File: src/rtl/flag_pkg.sv
// flag_pkg: opcode, condition-code and flag-index constants plus condition evaluation
package flag_pkg;
    localparam int OP_ADD = 0;
    localparam int OP_SUB = 1;
    localparam int OP_MUL = 2;
    localparam int OP_CMP = 11;
    localparam logic [2:0] CC_AL = 3'b000;
    localparam logic [2:0] CC_EQ = 3'b001;
    localparam logic [2:0] CC_GE = 3'b010;
    localparam logic [2:0] CC_LT = 3'b011;
    localparam logic [2:0] CC_NE = 3'b100;
    localparam logic [2:0] CC_CS = 3'b101;
    localparam logic [2:0] CC_CC = 3'b110;
    localparam logic [2:0] CC_GT = 3'b111;
    localparam int FLG_N = 3;
    localparam int FLG_Z = 2;
    localparam int FLG_C = 1;
    localparam int FLG_V = 0;

    function automatic logic cond_eval(input logic [2:0] cc, input logic [3:0] f);
        logic n, z, c, v;
        n = f[FLG_N];
        z = f[FLG_Z];
        c = f[FLG_C];
        v = f[FLG_V];
        return cc == CC_AL ? 1'b1 :
               cc == CC_EQ ? z :
               cc == CC_GE ? n == v :
               cc == CC_LT ? n != v :
               cc == CC_NE ? !z :
               cc == CC_CS ? c :
               cc == CC_CC ? !c :
               !z && (n == v);
    endfunction
endpackage

File: src/rtl/flag_stack.sv
// flag_stack: LIFO of 4-bit flag snapshots with occupancy count and sticky misuse error
module flag_stack #(
    parameter int STK_DEPTH = 4,
    localparam int PW = $clog2(STK_DEPTH + 1),
    localparam int AW = $clog2(STK_DEPTH)
) (
    input  logic          clk,
    input  logic          rst,
    input  logic          push,
    input  logic          pop,
    input  logic [3:0]    din,
    output logic [3:0]    dout,
    output logic          pop_ok,
    output logic [PW-1:0] cnt,
    output logic          full,
    output logic          empty,
    output logic          err
);
    logic [3:0] mem [STK_DEPTH];
    logic [PW-1:0] top_idx;
    logic push_ok;

    assign full    = cnt == PW'(STK_DEPTH);
    assign empty   = cnt == '0;
    assign push_ok = push && !pop && !full;
    assign pop_ok  = pop && !push && !empty;
    assign top_idx = cnt - PW'(1);
    assign dout    = mem[top_idx[AW-1:0]];

    always_ff @(posedge clk)
        if (push_ok) mem[cnt[AW-1:0]] <= din;

    always_ff @(posedge clk or posedge rst)
        if (rst) begin
            cnt <= '0;
            err <= 1'b0;
        end else begin
            cnt <= push_ok ? cnt + PW'(1) : pop_ok ? top_idx : cnt;
            if ((push && pop) || (push && full) || (pop && empty)) err <= 1'b1;
        end
endmodule

File: src/rtl/flag_unit.sv
// flag_unit: registered NZCV flags with conditional update, condition evaluation and interrupt flag stack
module flag_unit
    import flag_pkg::*;
#(
    parameter int DATA_W = 16,
    parameter int OP_W = 4,
    parameter int STK_DEPTH = 4,
    localparam int PW = $clog2(STK_DEPTH + 1)
) (
    input  logic              clk,
    input  logic              rst,
    input  logic              alu_valid,
    input  logic [OP_W-1:0]   opcode,
    input  logic [2:0]        cond,
    input  logic [DATA_W-1:0] result,
    input  logic              ovf_add,
    input  logic              c_add,
    input  logic              ovf_sub,
    input  logic              c_sub,
    input  logic              flag_push,
    input  logic              flag_pop,
    output logic              cond_pass,
    output logic              wb_en,
    output logic [3:0]        flags_q,
    output logic [PW-1:0]     stk_cnt,
    output logic              stk_full,
    output logic              stk_empty,
    output logic              stk_err
);
    logic is_add, is_sub, is_mul, is_cmp, upd;
    logic pop_ok;
    logic [3:0] alu_flags, stk_dout;

    assign is_add    = opcode == OP_W'(OP_ADD);
    assign is_sub    = opcode == OP_W'(OP_SUB);
    assign is_mul    = opcode == OP_W'(OP_MUL);
    assign is_cmp    = opcode == OP_W'(OP_CMP);
    assign cond_pass = cond_eval(cond, flags_q);
    assign upd       = alu_valid && cond_pass && (is_add || is_sub || is_mul || is_cmp);
    assign wb_en     = alu_valid && cond_pass && !is_cmp;
    // MUL only touches N/Z; C/V hold their previous values
    assign alu_flags = {result[DATA_W-1], result == '0,
                        is_add ? {c_add, ovf_add} : (is_sub || is_cmp) ? {c_sub, ovf_sub} : flags_q[1:0]};

    always_ff @(posedge clk or posedge rst)
        if (rst) flags_q <= '0;
        else flags_q <= pop_ok ? stk_dout : upd ? alu_flags : flags_q;

    flag_stack #(.STK_DEPTH(STK_DEPTH)) u_stack (
        .clk   (clk),
        .rst   (rst),
        .push  (flag_push),
        .pop   (flag_pop),
        .din   (flags_q),
        .dout  (stk_dout),
        .pop_ok(pop_ok),
        .cnt   (stk_cnt),
        .full  (stk_full),
        .empty (stk_empty),
        .err   (stk_err)
    );
endmodule

File: config.mk
export PLATFORM = sky130hd
export DESIGN_NAME = flag_unit
export DESIGN_NICKNAME = d
export VERILOG_FILES = /design/src/rtl/flag_pkg.sv /design/src/rtl/flag_stack.sv /design/src/rtl/flag_unit.sv
export SDC_FILE = /design/constraint.sdc
export NUM_CORES = 1
export LEC_CHECK = 0
export CAP_MARGIN = 30
export CORE_MARGIN = 1.5
export CORE_UTILIZATION = 30
export DETAILED_ROUTE_END_ITERATION = 7
export GPL_TIMING_DRIVEN = 1
export PLACE_DENSITY = 0.62
export SLEW_MARGIN = 20
export SYNTH_ARGS = -nofsm -noshare
export SYNTH_HDL_FRONTEND = slang
export SYNTH_SLANG_ARGS = --single-unit
File: constraint.sdc
create_clock -name clk -period 2.13 [get_ports clk]
set_clock_uncertainty 0.1 [all_clocks]
set_input_delay 0.3195 -clock clk [delete_from_list [all_inputs] [get_ports clk]]
set_output_delay 0.3195 -clock clk [all_outputs]
set_load 0.02 [all_outputs]
==> results_dict.tcl, run 1 <==
set metrics [dict create \
    h-tree-depth 1 \
    drt-met1-wl_um 1469 \
    cts_root_buf "clkbuf_8" \
    final_antenna_net_count 0 \
    synth.top_cell.area_share_pct 35.26 \
    fin_ws_ns -0.03769 \
    synth_area_leaders "edfxtp_1, dfrtp_1, ha_1" \
    crit_path_max_incr_delay_ns 0.43 \
    met2_length_um 1806 \
    grt_pass1_wl_um 5713 \
    clock_path_buffers 2 \
    finalCritPeriodShare_pct 101.8 \
    track_usage_pct 14.54 \
    fp.dieArea_um2 4955 \
    p_per_area_nw_per_um2 1125 \
    wl_met3_um 163 \
    violations "negative setup slack" \
    critical_path.max_fanout 3 \
    rsz0062_at_grt "yes" \
    syn_inst 114 \
    grt_antenna_before_repair 0 \
    finalWirelength_um 3440 \
    vias 1212 \
    status "complete, but fails checks" \
    internal-power_mw 1.557 \
    multiInputGateArea_um2 696.9 \
    grt-ovfl-total 0 \
    p_comb_share_pct 53.0 \
    r2r_start "flags_q[0]$_DFFE_PP0P_" \
    die_h_um 70.40 \
    p_sw_mw 0.8406 \
    gp_congestion 0.8207 \
    rrSetupSlack_ns 0.09 \
    synth_seq_area_share_pct 49.95 \
    seq_power_share_pct 30.5 \
    dp_cells 225 \
    cts_tree "built" \
    synth_edf_count 16 \
    timing.rr.end "flags_q[3]$_DFFE_PP0P_" \
    final_nets 220 \
    fmax_mhz 461.3 \
    ys_seq_elements 24 \
    syn-num-nets 152 \
    startpoint_type "flip-flop" \
    final_cells 233 \
    required_ns 1.71 \
    synth_cell_type_count 42 \
    fp-row-count 24 \
    min_period_ns 2.168 \
    drc 0 \
    clkPwrFrac_pct 16.5 \
    areaGrowthSynthToFinish_pct 56.38 \
    antenna_cells 0 \
    io_pins 44 \
    crit_type "flip-flop to output pin" \
    clk_latency_ns 0.26 \
    swShare_pct 35.07 \
    routed.top_layer "met3" \
    cts_buffers 3 \
    synth_area_per_cell_um2 11.95 \
    async_flop_share_pct 33.33 \
    grt_pass1_vias 1197 \
    layout_commonest_cell "clkdlybuf4s50_1" \
    relSlewSlack_pct 71.68 \
    setup_violations 2 \
    endpoint_kind "output pin" \
    cp_slowest_cell "dfrtp_1" \
    grt_max_degree 15 \
    power.total_mw 2.397 \
    initial_utilization_pct 31.29 \
    final_cell_mix "clkdlybuf4s50_1, buf_4, edfxtp_1" \
    cts.sinks 24 \
    yosysTopAreaCell "edfxtp_1" \
    n_fill_cell 386 \
    seq_area_um2 681.9 \
    portBuffers 43 \
    wl_per_cell_um 14.76 \
    syn-cell-area_um2 1363 \
    drive_gt1_share_pct 23.20 \
    yosys_warnings 0 \
    crit_chain "xor2_2, o32a_4, nand3_2, or2_1, buf_4, buf_6" \
    avgViaCountPerCell 5.202 \
    finalSetupTns_ns -0.07269 \
    hold_class "primary input to async pin" \
    drtPass1Iterations 4 \
    tightest_slew_ns 0.4219 \
    fp.dieW_um 70.40 \
    reg2regPathDepth 8 \
    worst_ir_drop_vdd_mv 0.4272 \
    ys.flop_type "edfxtp_1" \
    core_um2 4354 \
    drv_cap 0 \
    maxSlewViolCount 0 \
    path_clk_slew_ns 0.08 \
    hpwlAfterDp_um 2762 \
    hold_violations 0 \
    p_leak_nw 0.8676 \
    first_iter_violations 70 \
    cp_data_arrival_time_ns 1.75 \
]
[cells in the mapped netlist (2+ instances only)]
| master | count |
|---|---|
| a211o_1 | 2 |
| a21oi_1 | 3 |
| a32oi_1 | 2 |
| and2_1 | 5 |
| and3_1 | 2 |
| dfrtp_1 | 8 |
| edfxtp_1 | 16 |
| ha_1 | 6 |
| inv_1 | 6 |
| mux4_2 | 3 |
| nand2_1 | 6 |
| nand3_1 | 4 |
| nand4_1 | 2 |
| nand4b_1 | 3 |
| nor2_1 | 4 |
| nor3_1 | 4 |
| nor4_1 | 4 |
| o211a_1 | 2 |
| o21a_1 | 2 |
| o21ai_0 | 3 |
| o21ai_1 | 4 |
| o31a_1 | 2 |
| xnor2_1 | 2 |
[worst max path at each step]
stage                                from                    endpoint  slack, ns  depth (start not counted)
3_3_place_gp                      cond[1]                       wb_en      -0.44                          6
5_1_grt            flags_q[0]$_DFFE_PP0P_                       wb_en      -0.11                          6
3_5_place_dp                      cond[1]                       wb_en      -0.48                          6
4_1_cts            flags_q[3]$_DFFE_PP0P_                       wb_en      -0.13                          6
2_1_floorplan  u_stack.cnt[0]$_DFFE_PP0P_  u_stack.cnt[2]$_DFFE_PP0P_      0.009                          8
6_report           flags_q[0]$_DFFE_PP0P_                   cond_pass      -0.04                          6
[metal layers]
layer	GRT usage, %	up-vias
li1	-	576
met1	19.27	585
met2	25.37	51
met3	1.732	0
met4	3.205	0
met5	0	-
[power by group through the flow]
| stage | combinational [mW] | sequential [mW] | clock [mW] |
|---|---|---|---|
| after floorplan | 0.591 | 0.837 | 0 |
| after global placement | 1.20 | 0.720 | 0 |
| after detailed placement | 1.22 | 0.731 | 0 |
| after CTS | 1.25 | 0.730 | 0.396 |
| after global routing | 1.38 | 0.747 | 0.418 |
| final | 1.27 | 0.731 | 0.396 |
[worst max-delay path, delay by kind of cell (launching register included)]
| kind | cells | cell delay (ns) |
|---|---|---|
| XOR/XNOR | 1 | 0.26 |
| flip-flops | 1 | 0.43 |
| buffers and inverters | 2 | 0.26 |
| AND/OR/NAND/NOR | 2 | 0.31 |
| AO/OA/AOI/OAI | 1 | 0.23 |
[sequential cells by signal, summed over array words and instances (netlist names)]
register,cells
flags_q,4
u_stack.mem,16
u_stack.err,1
u_stack.cnt,3
[what timing repair did]
item	4_1_cts	5_1_grt
setup buffers	2	2
pin swaps	3	4
endpoints found under the setup margin	5	3
resized for setup	16	5
hold buffers	0	0
[cell type report]
type                            count  share of cell area [%]
Clock buffer                        3                   1.938
Clock inverter                      1                   1.409
Inverter                            6                   1.057
Multi-Input combinational cell     82                   32.71
Sequential cell                    24                   32.00
Tap cell                           52                   3.053
Timing Repair Buffer               65                   27.83
[kinds of logic (layout without fill, tap and decap cells)]
kind of cell	after synthesis	in the layout	share of synthesized area (%)
buf+inv	8	75	2.295
mux	5	5	7.622
fa+ha+maj	6	6	5.509
compound gates	26	26	14.69
flops	24	24	49.95
simple gates	42	42	18.00
xor+xnor	3	3	1.929
[stage by stage]
stage | instance area (um^2) | util [%] | worst slack [ns] | hold slack, ns
2_1_floorplan | 1386 | - | 0.009088 | 0.03509
3_3_place_gp | 2001 | 45.95 | -0.4392 | 0.3630
3_5_place_dp | 2001 | 45.95 | -0.4756 | 0.3903
4_1_cts | 2098 | 48.19 | -0.1329 | 0.2171
5_1_grt | 2131 | 48.94 | -0.1122 | 0.2470
6_report | 2131 | 48.94 | -0.03769 | 0.2044
No activity file was read; power rests on OpenSTA's default activity.
==> run 2, diff against run 1 <==
==> constraint.sdc (replaced) <==
create_clock -name clk -period 1.7 [get_ports clk]
set_clock_uncertainty 0.1 [all_clocks]
set_input_delay 0.255 -clock clk [delete_from_list [all_inputs] [get_ports clk]]
set_output_delay 0.255 -clock clk [all_outputs]
set_load 0.02 [all_outputs]
==> run 2 against run 1 <==
  * Die area did not move
  * Sequential share of layout area fell by 2.4 points
  * Hold slack worse by 0.055 ns
  * Clock power grew 27%
  * The run still ends with negative setup slack left
  * Via count increased by 3.1%
  * Clock-buffer cell count unchanged
  * Core utilization is 4.3 points higher
  * Sequential power up 31%
  * Setup slack lost 0.31 ns
==> results_dict.tcl, run 2 (synthesis results as in run 1) <==
set metrics [dict create \
    seq_power_share_pct 28.1 \
    p_per_area_nw_per_um2 1466 \
    track_usage_pct 16.56 \
    io_pins 44 \
    crit_type "flip-flop to output pin" \
    h-tree-depth 1 \
    internal-power_mw 2.189 \
    fin_ws_ns -0.3494 \
    path_clk_slew_ns 0.09 \
    clk_latency_ns 0.26 \
    grt-ovfl-total 0 \
    p_sw_mw 1.211 \
    final_core_utilization_pct 53.25 \
    avgViaCountPerCell 5.140 \
    wl_per_cell_um 16.17 \
    worst_ir_drop_vdd_mv 0.6327 \
    cts_root_buf "clkbuf_8" \
    power.total_mw 3.400 \
    grt_antenna_before_repair 0 \
    violations "negative setup slack" \
    tightest_slew_ns 0.3467 \
    cts.sinks 24 \
    first_iter_violations 83 \
    die_h_um 70.40 \
    cts_buffers 3 \
    vias 1249 \
    fin_area_um2 2318 \
    initial_utilization_pct 31.29 \
    final_cell_mix "clkdlybuf4s50_1, buf_4, edfxtp_1" \
    gp_congestion 0.8187 \
    swShare_pct 35.62 \
    clock_path_buffers 2 \
    n_fill_cell 354 \
    status "complete, but fails checks" \
    endpoint_kind "output pin" \
    maxSlewViolCount 0 \
    relSlewSlack_pct 76.86 \
    postPlaceCellArea_um2 2142 \
    portBuffers 43 \
    fp-row-count 24 \
    grt_pass1_wl_um 6472 \
    p_comb_share_pct 57.1 \
    drv_cap 0 \
    p_leak_nw 0.9208 \
    fp.dieW_um 70.40 \
    finalSetupTns_ns -2.373 \
    areaGrowthSynthToFinish_pct 70.16 \
    fp.dieArea_um2 4955 \
    hold_class "primary input to async pin" \
    required_ns 1.34 \
    core_um2 4354 \
    antenna_cells 0 \
    hold_violations 0 \
    largest_reg_flops 16 \
    layout_commonest_cell "clkdlybuf4s50_1" \
    clkPwrFrac_pct 14.8 \
    finalCritPeriodShare_pct 120.6 \
    min_period_ns 2.049 \
    cts_tree "built" \
    fmax_mhz 487.9 \
    cp_data_arrival_time_ns 1.69 \
    hpwlAfterDp_um 3091 \
    critical_path.max_fanout 3 \
    grt_max_degree 15 \
    final_antenna_net_count 0 \
    startpoint_type "flip-flop" \
    setup_violations 24 \
    final_nets 230 \
    drc 0 \
    grt_pass1_vias 1345 \
    drtPass1Iterations 4 \
    finalWirelength_um 3930 \
    drive_gt1_share_pct 40.84 \
    rsz0062_at_grt "yes" \
]
-- run 2: changes by cell type in the layout (fill, tap and decap cells not counted), sizes merged --
| cell | before | now |
|---|---|---|
| buf | 24 | 36 |
| clkdlybuf4s50 | 37 | 30 |
| dlygate4sd2 | 4 | 9 |
-- run 2: routing by layer --
layer / vias up / wire length [um] / global-route usage, %
li1: 597 / - / -
met2: 32 / 2076 / 29.14
met5: - / 0 / 0
met3: 6 / 158 / 2.309
met1: 614 / 1640 / 20.95
met4: 0 / 54 / 4.915
-- run 2: critical path, cell delays in order, from the launching register on --
cell	delay [ns]
dfrtp_2	0.45
xor2_4	0.22
nand2b_4	0.16
a31oi_4	0.08
or2_4	0.26
o211a_4	0.13
buf_6	0.12
-- run 2: cell type report --
class,count,area [um^2],area share (%)
tap,52,65.06,2.806
sequential,24,686.9,29.63
multi-input combinational,82,799.5,34.48
inverter,6,25.02,1.079
timing repair buffer,75,670.6,28.93
clock inverter,1,30.03,1.295
clock buffer,3,41.29,1.781
-- run 2: repair_timing --
action	CTS	global route
endpoints found under the setup margin	31	26
buffers inserted	4	2
pin swaps	11	6
hold buffers	0	0
gates resized for setup	41	8
-- run 2: per-stage QoR --
step / instances / hold slack (ns) / setup WS, ns
after floorplan: 114 / -0.02968 / -0.2441
after global placement: 233 / 0.3586 / -0.7124
after detailed placement: 233 / 0.4051 / -0.7510
after CTS: 241 / 0.1524 / -0.3691
after global routing: 243 / 0.1812 / -0.4303
final: 243 / 0.1496 / -0.3494
-- run 2: path summary, 6_finish.rpt --
kind	startpoint	endpoint	slack [ns]	cells after the start
worst max register to register	flags_q[3]$_DFFE_PP0P_	flags_q[3]$_DFFE_PP0P_	-0.30	8
max in group asynchronous	rst	flags_q[2]$_DFFE_PP0P_	1.08	2
worst min-delay path	rst	u_stack.cnt[2]$_DFFE_PP0P_	0.15	2
worst max-delay path	flags_q[3]$_DFFE_PP0P_	wb_en	-0.35	6
min in group clk	u_stack.err$_DFFE_PP0P_	u_stack.err$_DFFE_PP0P_	0.42	1
worst min register to register	u_stack.err$_DFFE_PP0P_	u_stack.err$_DFFE_PP0P_	0.42	1
-- run 2: power by group through the flow --
stage                     registers (mW)  clock network [mW]  logic, mW
after floorplan                     1.07                   0      0.900
after global placement             0.927                   0       1.74
after detailed placement           0.936                   0       1.80
after CTS                          0.953               0.512       1.87
after global routing               0.971               0.531       2.10
final                              0.955               0.503       1.94
==> run 3, diff against run 2 <==
--- a/config.mk
+++ b/config.mk
@@ -8,6 +8,7 @@
 export CAP_MARGIN = 30
 export CORE_MARGIN = 1.5
 export CORE_UTILIZATION = 30
+export CTS_CLUSTER_SIZE = 30
 export DETAILED_ROUTE_END_ITERATION = 7
 export GPL_TIMING_DRIVEN = 1
 export PLACE_DENSITY = 0.62
==> results of run 3 <==
No change in the layout: final DEF, timing and power equal those of run 2.
